File: src/rtl/id_ex_stage.sv
// ID/EX pipeline register with load-use hazard detection and bubble insertion.
// Optional load-use stall counter is built only when STALL_COUNT_EN is defined.
module id_ex_stage (
    input  logic        clk,
    input  logic        rst_n,
    input  logic        valid_ID,
    input  logic [4:0]  rs_ID,
    input  logic [4:0]  rt_ID,
    input  logic [4:0]  rd_ID,
    input  logic        rs_used_ID,
    input  logic        rt_used_ID,
    input  logic        we_ID,
    input  logic        memread_ID,
    input  logic        memwrite_ID,
    input  logic [3:0]  aluop_ID,
    input  logic [31:0] pc_ID,
    input  logic [31:0] rdata1_ID,
    input  logic [31:0] rdata2_ID,
    input  logic [31:0] imm_ID,
    input  logic        flush,
    output logic        valid_ID_EX,
    output logic [4:0]  rs_ID_EX,
    output logic [4:0]  rt_ID_EX,
    output logic [4:0]  rd_ID_EX,
    output logic        rs_used_ID_EX,
    output logic        rt_used_ID_EX,
    output logic        we_ID_EX,
    output logic        memread_ID_EX,
    output logic        memwrite_ID_EX,
    output logic [3:0]  aluop_ID_EX,
    output logic [31:0] pc_ID_EX,
    output logic [31:0] rdata1_ID_EX,
    output logic [31:0] rdata2_ID_EX,
    output logic [31:0] imm_ID_EX,
    output logic        stall,
    output logic [31:0] stall_count
);

    logic load_use;
    logic bubble;
    logic we_q;
    logic memwrite_q;

    always_comb begin
        load_use = valid_ID && memread_ID_EX && valid_ID_EX && (rd_ID_EX != 5'd0) &&
                   ((rs_used_ID && (rs_ID == rd_ID_EX)) || (rt_used_ID && (rt_ID == rd_ID_EX)));
        // Gated by rst_n so stall never shows while reset is held.
        stall  = rst_n && load_use && !flush;
        bubble = flush || stall || !valid_ID;
    end

    always_ff @(posedge clk) begin
        if (!rst_n || bubble) begin
            valid_ID_EX   <= 1'b0;
            rs_ID_EX      <= '0;
            rt_ID_EX      <= '0;
            rd_ID_EX      <= '0;
            rs_used_ID_EX <= 1'b0;
            rt_used_ID_EX <= 1'b0;
            we_q          <= 1'b0;
            memread_ID_EX <= 1'b0;
            memwrite_q    <= 1'b0;
            aluop_ID_EX   <= '0;
            pc_ID_EX      <= '0;
            rdata1_ID_EX  <= '0;
            rdata2_ID_EX  <= '0;
            imm_ID_EX     <= '0;
        end else begin
            valid_ID_EX   <= 1'b1;
            rs_ID_EX      <= rs_ID;
            rt_ID_EX      <= rt_ID;
            rd_ID_EX      <= rd_ID;
            rs_used_ID_EX <= rs_used_ID;
            rt_used_ID_EX <= rt_used_ID;
            we_q          <= we_ID;
            memread_ID_EX <= memread_ID;
            memwrite_q    <= memwrite_ID;
            aluop_ID_EX   <= aluop_ID;
            pc_ID_EX      <= pc_ID;
            rdata1_ID_EX  <= rdata1_ID;
            rdata2_ID_EX  <= rdata2_ID;
            imm_ID_EX     <= imm_ID;
        end
    end

    // Architectural side effects are only ever visible for a real instruction.
    assign we_ID_EX       = we_q && valid_ID_EX;
    assign memwrite_ID_EX = memwrite_q && valid_ID_EX;

`ifdef STALL_COUNT_EN
    logic [31:0] stall_count_q;

    always_ff @(posedge clk) begin
        if (!rst_n) begin
            stall_count_q <= '0;
        end else if (stall) begin
            stall_count_q <= stall_count_q + 32'd1;
        end
    end

    assign stall_count = stall_count_q;
`else
    assign stall_count = '0;
`endif

endmodule

File: config.mk
export PLATFORM = sky130hd
export DESIGN_NAME = id_ex_stage
export DESIGN_NICKNAME = d
export VERILOG_FILES = /design/src/rtl/id_ex_stage.sv
export SDC_FILE = /design/constraint.sdc
export NUM_CORES = 1
export LEC_CHECK = 0
export CAP_MARGIN = 20
export CORE_AREA = 2 2 134 136
export DETAILED_ROUTE_END_ITERATION = 16
export DIE_AREA = 0 0 136 138
export HOLD_SLACK_MARGIN = 0.02
export PLACE_DENSITY_LB_ADDON = 0.3
export RECOVER_POWER = 100
export SETUP_SLACK_MARGIN = 0.05
export SLEW_MARGIN = 20
export SYNTH_ARGS = -nofsm -noshare
export SYNTH_HDL_FRONTEND = slang
export SYNTH_SLANG_ARGS = --single-unit
File: constraint.sdc
create_clock -name clk -period 1.97 [get_ports clk]
set_clock_uncertainty 0.15 [all_clocks]
set_input_delay 0.2955 -clock clk [delete_from_list [all_inputs] [get_ports clk]]
set_output_delay 0.2955 -clock clk [all_outputs]
set_load 0.1 [all_outputs]
==> results.ini, run 1 <==
[status]
status = finished with violations
violations = setup timing

[timing]
fin_ws_ns = -0.196
fin_crit_ns = 2.17
finalSetupViolCount = 1
relSlewSlack = 0.617
tightest_slew_ns = 0.577
fmax_ghz = 0.462
fin_crit_sh = 1.10
finalHoldViolCount = 0
grt_setup_unrepaired = yes
slew_violations = 0
tns_ns = -0.196

[synth]
synth-xor-area-share = 0.0153
syn_area_mm2 = 0.00571
yosys.area_share.simple = 0.212
synth_compound_area_frac = 0.138
yosys.area_share.adder = 0
synthDistinctLibCells = 20
synth_top_family_by_area = simple AND/OR/NAND/NOR gates
syn_inst = 582
avgSynthCellArea_um2 = 9.81
synth-seq-cells = 153
synth.area.mux_share = 0
yosys_warnings = 0
yosysSeqAreaShare = 0.537

[power_and_ir_drop]
power.leakage_nw = 3.82
combPwrFrac = 0.200
p_sw_frac = 0.306
p_total_mw = 8.00
p_int_mw = 5.55
vdd_drop_max_v = 0.000544
p_switching_mw = 2.45
p_per_area_mw_per_mm2 = 891
p_clk_frac = 0.400
seqPwrFrac = 0.400

[worst_setup_path]
cp_max_fo = 2
cp.required_ns = 1.52
cpPeakStageDelay_ns = 0.53
critical_path.slowest_cell = clkdlybuf4s50_1
crit_path_start_kind = primary input
crit_family = buffers and inverters
crit_buf_inv = 2
arrival_ns = 1.72
crit_path_cell_trace = clkdlybuf4s50_1, xnor2_2, nand4_1, o22ai_4, and3b_4, buf_12
setup.worst_path.class = in -> out
cp-end-kind = primary output

[cells_and_area]
n_antenna_cell = 0
layout-drive-gt1-share = 0.264
area_growth_syn_to_layout_pct = 57.2
fillCellCount = 1731
final_nets = 1028

[clock_network]
clk_latency_ns = 0.41
root_buffer = clkbuf_16
h-tree-depth = 4
cts_tree = done
clk_path_buf_depth = 2
cts_buffers = 17
path_clk_slew_ns = 0.06
clock-sinks = 153

[floorplanning]
die_area_mm2 = 0.0188
io_pins = 342
fp.coreArea_mm2 = 0.0175
die_h_um = 138
rows = 49
start_util = 0.325
die_width_um = 136

[global_routing]
grt_usage = 0.183
grt_pass1_wl_um = 27300
antenna_found_initial = 0
grt_pass1_vias = 5203
grt_max_degree = 62
grt_overflow = 0

[routing]
vias_per_cell = 4.74
vias = 5276
wire_per_inst_um = 16.1
final_antenna_net_count = 0
drt_first_pass_iters = 4
drt_iter0_drc = 194
routed_wl_um = 17900
drc = 0

[placement]
portBuffers = 309
dpl.hpwl_um = 12600
routabilityCongestion = 0.806

[flow_run]
maxCapViolations = 0

[min_path]
holdCritPathClass = in -> reg

[registers in the layout (all words and copies together), names as in the netlist]
register / count
aluop_ID_EX: 4
imm_ID_EX: 32
memread_ID_EX: 1
memwrite_q: 1
pc_ID_EX: 32
rd_ID_EX: 5
rdata1_ID_EX: 32
rdata2_ID_EX: 32
rs_ID_EX: 5
rs_used_ID_EX: 1
rt_ID_EX: 5
rt_used_ID_EX: 1
valid_ID_EX: 1
we_q: 1
[layer usage]
metal  vias to the layer above  routed length (um)  global-route usage
met4                         0                 510              0.0696
met3                        33                1820              0.0752
met2                       249                8490               0.307
li1                       2538                   -                   -
met1                      2456                7130               0.207
met5                         -                   0                   0
[synth_stat cells]
| master | count | area, um2 |
|---|---|---|
| a21oi_1 | 153 | 766 |
| a21oi_4 | 1 | 16.3 |
| and2_1 | 3 | 18.8 |
| and3b_1 | 1 | 8.76 |
| buf_1 | 1 | 3.75 |
| buf_2 | 21 | 105 |
| buf_4 | 40 | 300 |
| buf_6 | 1 | 11.3 |
| clkbuf_1 | 36 | 135 |
| conb_1 | 1 | 3.75 |
| dfxtp_1 | 153 | 3060 |
| nand2_1 | 2 | 7.51 |
| nand2b_1 | 1 | 6.26 |
| nand3_1 | 1 | 5.00 |
| nand3b_1 | 152 | 1140 |
| nand4_1 | 2 | 12.5 |
| nor2_1 | 1 | 3.75 |
| nor3_1 | 1 | 5.00 |
| o22ai_1 | 1 | 6.26 |
| xnor2_1 | 10 | 87.6 |
[power by group through the flow]
stage                     logic, mW  registers (mW)  clock network [mW]
after floorplan               0.546            3.87                   0
after global placement         1.65            3.27                   0
after detailed placement       1.65            3.27                   0
after CTS                      1.66            3.20                3.27
after global routing           1.66            3.20                3.38
final                          1.60            3.20                3.20
[per-stage QoR]
stage | setup WS (ns) | util | hold WS (ns) | cells | instance area [um2]
after floorplan | -0.0881 | - | 0.277 | 613 | 5860
after global placement | -0.232 | 0.497 | 0.605 | 1080 | 8720
after detailed placement | -0.269 | 0.497 | 0.611 | 1080 | 8720
after CTS | -0.245 | 0.532 | 0.159 | 1112 | 9340
after global routing | -0.265 | 0.512 | 0.187 | 1112 | 8970
final | -0.196 | 0.512 | 0.173 | 1112 | 8970
[final cells by class]
cell class | instances | area, um2 | area share
Multi-Input combinational cell | 361 | 2280 | 0.254
Clock buffer | 20 | 489 | 0.0545
Clock inverter | 10 | 90.1 | 0.0100
Tap cell | 229 | 287 | 0.0319
Sequential cell | 153 | 3090 | 0.344
Timing Repair Buffer | 339 | 2740 | 0.305
[worst min-delay path, delay by kind of cell]
family                 cells  cell delay [ns]
and+or+nand+nor            1             0.09
AOI/OAI and AO/OA          1             0.04
buffers and inverters      1             0.26
[cell usage in the layout, fill, tap and decap left out, types with 3 or more instances in the layout]
cell type / synthesis / final
a21oi_1: 153 / 153
buf_12: 0 / 15
buf_4: 40 / 21
clkbuf_16: 0 / 19
clkbuf_2: 0 / 149
clkdlybuf4s50_1: 0 / 150
clkinv_2: 0 / 5
clkinv_4: 0 / 3
conb_1: 1 / 32
dfxtp_1: 153 / 146
dfxtp_4: 0 / 7
dlygate4sd2_1: 0 / 4
nand3b_1: 152 / 152
xnor2_1: 10 / 3
xnor2_2: 0 / 7
[final timing paths]
check                startpoint           to  slack, ns  cells past startpoint
hold reg to reg   memread_ID_EX  valid_ID_EX       0.83                      5
hold / removal         rt_ID[1]  rt_ID_EX[1]       0.17                      3
setup reg to reg    rd_ID_EX[3]  rs_ID_EX[0]       0.13                      7
setup / recovery       rs_ID[4]        stall      -0.20                      6
[what timing repair did]
action	4_1_cts	5_1_grt
hold endpoints to repair	0	0
resized for setup	8	3
setup buffers	2	0
pin swaps	6	5
cloned	0	0
hold buffers	0	0
endpoints found under the setup margin	1	37
[logic make-up after synthesis]
kind of cell	count (synthesis)
AOI/OAI and AO/OA	155
xor gates and xnor gates	10
buffers and inverters	99
DFF	153
other	1
and+or+nand+nor	164
Note: power is estimated with default switching activity, not from simulation.
==> run 2, diff against run 1 <==
--- a/config.mk
+++ b/config.mk
@@ -9,6 +9,7 @@
 export CORE_AREA = 2 2 134 136
 export DETAILED_ROUTE_END_ITERATION = 16
 export DIE_AREA = 0 0 136 138
+export GPL_TIMING_DRIVEN = 0
 export HOLD_SLACK_MARGIN = 0.02
 export PLACE_DENSITY_LB_ADDON = 0.3
 export RECOVER_POWER = 100
==> results.ini, run 2 (synthesized netlist as in run 1, its figures left out) <==
[routing]
drt_iter0_drc = 221  ; was 194
drt_first_pass_iters = 5  ; was 4
wire_per_inst_um = 15.9  ; was 16.1 um
routed_wl_um = 18900  ; was 17900 um
vias = 5494  ; was 5276
drc = 0  ; unchanged
final_antenna_net_count = 0  ; unchanged
vias_per_cell = 4.62  ; was 4.74

[clock_network]
root_buffer = clkbuf_16  ; unchanged
path_clk_slew_ns = 0.06  ; about the same
clock-sinks = 153  ; unchanged
cts_tree = done  ; unchanged
cts_buffers = 17  ; unchanged
h-tree-depth = 4  ; unchanged
clk_path_buf_depth = 2  ; unchanged
clk_latency_ns = 0.41  ; about the same

[floorplanning]
fp.coreArea_mm2 = 0.0175  ; unchanged
start_util = 0.325  ; unchanged
die_width_um = 136  ; unchanged
die_h_um = 138  ; unchanged
die_area_mm2 = 0.0188  ; unchanged
io_pins = 342  ; unchanged
rows = 49  ; unchanged

[cells_and_area]
fin_cells = 1189  ; was 1112
utilization = 0.578  ; was 0.512
mostFrequentLayoutCells = a21oi_1, nand3b_1, clkdlybuf4s50_1  ; unchanged
layout-drive-gt1-share = 0.288  ; was 0.264
final_common_cell = a21oi_1  ; unchanged
n_antenna_cell = 0  ; unchanged
regArea_mm2 = 0.00309  ; unchanged
area_growth_syn_to_layout_pct = 77.5  ; was 57.2%
final_nets = 1105  ; was 1028
fillCellCount = 1540  ; was 1731
multiInputGateArea_mm2 = 0.00225  ; was 0.00228 mm2

[timing]
tns_ns = -0.371  ; was -0.196 ns
slew_violations = 0  ; unchanged
finalHoldViolCount = 0  ; unchanged
fin_ws_ns = -0.371  ; was -0.196 ns
tightest_slew_ns = 0.718  ; was 0.577 ns
grt_setup_unrepaired = yes  ; unchanged
fmax_ghz = 0.427  ; was 0.462 GHz
finalSetupViolCount = 1  ; unchanged
fin_crit_ns = 2.34  ; was 2.17 ns
fin_crit_sh = 1.19  ; was 1.10
relSlewSlack = 0.521  ; was 0.617

[worst_setup_path]
critical_path.slowest_cell = clkdlybuf4s50_1  ; unchanged
crit_family = buffers and inverters  ; unchanged
crit_path_cell_trace = clkdlybuf4s50_1, xnor2_1, nand2_1, o22ai_1, buf_4, buf_8, and3b_4, buf_12  ; was clkdlybuf4s50_1, xnor2_2, nand4_1, o22ai_4, and3b_4, buf_12
cp.required_ns = 1.52  ; about the same
crit_path_start_kind = primary input  ; unchanged
arrival_ns = 1.90  ; was 1.72 ns
cp-end-kind = primary output  ; unchanged
setup.worst_path.class = in -> out  ; unchanged
cp_max_fo = 2  ; unchanged
cpPeakStageDelay_ns = 0.52  ; was 0.53 ns
crit_buf_inv = 4  ; was 2

[power_and_ir_drop]
p_total_mw = 8.07  ; was 8.00 mW
p_clk_frac = 0.394  ; was 0.400
seqPwrFrac = 0.396  ; was 0.400
p_int_mw = 5.60  ; was 5.55 mW
p_sw_frac = 0.306  ; about the same
p_switching_mw = 2.47  ; was 2.45 mW
power.leakage_nw = 3.95  ; was 3.82 nW
p_per_area_mw_per_mm2 = 797  ; was 891 mW/mm2
combPwrFrac = 0.210  ; was 0.200
vdd_drop_max_v = 0.000541  ; was 0.000544 V

[status]
status = finished with violations  ; unchanged
violations = setup timing  ; unchanged

[global_routing]
antenna_found_initial = 0  ; unchanged
grt_usage = 0.193  ; was 0.183
grt_pass1_wl_um = 27800  ; was 27300 um
grt_max_degree = 17  ; was 62
grt_pass1_vias = 5215  ; was 5203
grt_overflow = 0  ; unchanged

[placement]
place_ws_ns = -1.65  ; was -0.269 ns
portBuffers = 308  ; was 309
routabilityCongestion = 0.805  ; was 0.806
dpl.hpwl_um = 14000  ; was 12600 um
placed_cells = 1150  ; was 1080

[min_path]
holdCritPathClass = in -> reg  ; unchanged

[flow_run]
maxCapViolations = 0  ; unchanged

[run 2: changes by cell type in the layout (fill, tap and decap cells not counted), sizes merged]
| cell | change |
|---|---|
| inv | +1 |
| clkdlybuf4s15 | +148 |
| clkbuf | -112 |
| clkinvlp | +1 |
| clkinv | -1 |
| clkdlybuf4s18 | +1 |
| bufinv | +1 |
| dlygate4sd2 | +1 |
| buf | +38 |
| clkdlybuf4s50 | -1 |
[run 2: routing by layer]
metal | global-route usage | wire (um) | up-vias
met5 | 0 | 0 | -
met2 | 0.328 | 9080 | 265
li1 | - | - | 2693
met4 | 0.0850 | 565 | 0
met3 | 0.0788 | 2140 | 34
met1 | 0.208 | 7140 | 2502
[run 2: cell type report]
type | count | area share
timing repair buffer | 317 | 0.328
sequential | 153 | 0.305
multi-input combinational | 361 | 0.223
buffer | 99 | 0.0602
clock buffer | 18 | 0.0434
tap | 229 | 0.0283
clock inverter | 12 | 0.0125
[run 2: tightest hold or removal path, stage by stage]
cell           delay, ns
dlygate4sd2_1       0.27
nand3b_1            0.09
a21oi_1             0.04
[run 2: per-stage QoR]
stage / instance area (um2) / hold WS (ns)
finish: 10100 / 0.176
global route: 10100 / 0.178
CTS: 10100 / 0.148
detailed placement: 9230 / 0.702
global placement: 9230 / 0.694
floorplan: 5860 / 0.277
[run 2: power groups by stage]
stage	clock network, mW	logic [mW]	registers [mW]
final	3.18	1.70	3.20
after global routing	3.39	1.76	3.20
after CTS	3.25	1.69	3.20
after detailed placement	0	1.70	3.27
after global placement	0	1.70	3.27
after floorplan	0	0.546	3.87
[run 2: repair_timing]
action,CTS,global route
resized for setup,481,33
setup endpoints to repair,256,115
pin swaps,7,2
hold buffers,0,0
buffers inserted,7,2
[run 2: worst paths after layout]
path | start | to | slack [ns] | depth (start not counted)
setup / recovery | rt_ID[2] | stall | -0.37 | 8
hold reg to reg | memread_ID_EX | memwrite_q | 0.79 | 5
setup reg to reg | rd_ID_EX[2] | imm_ID_EX[13] | 0.06 | 8
hold / removal | rt_ID[4] | rt_ID_EX[4] | 0.18 | 3
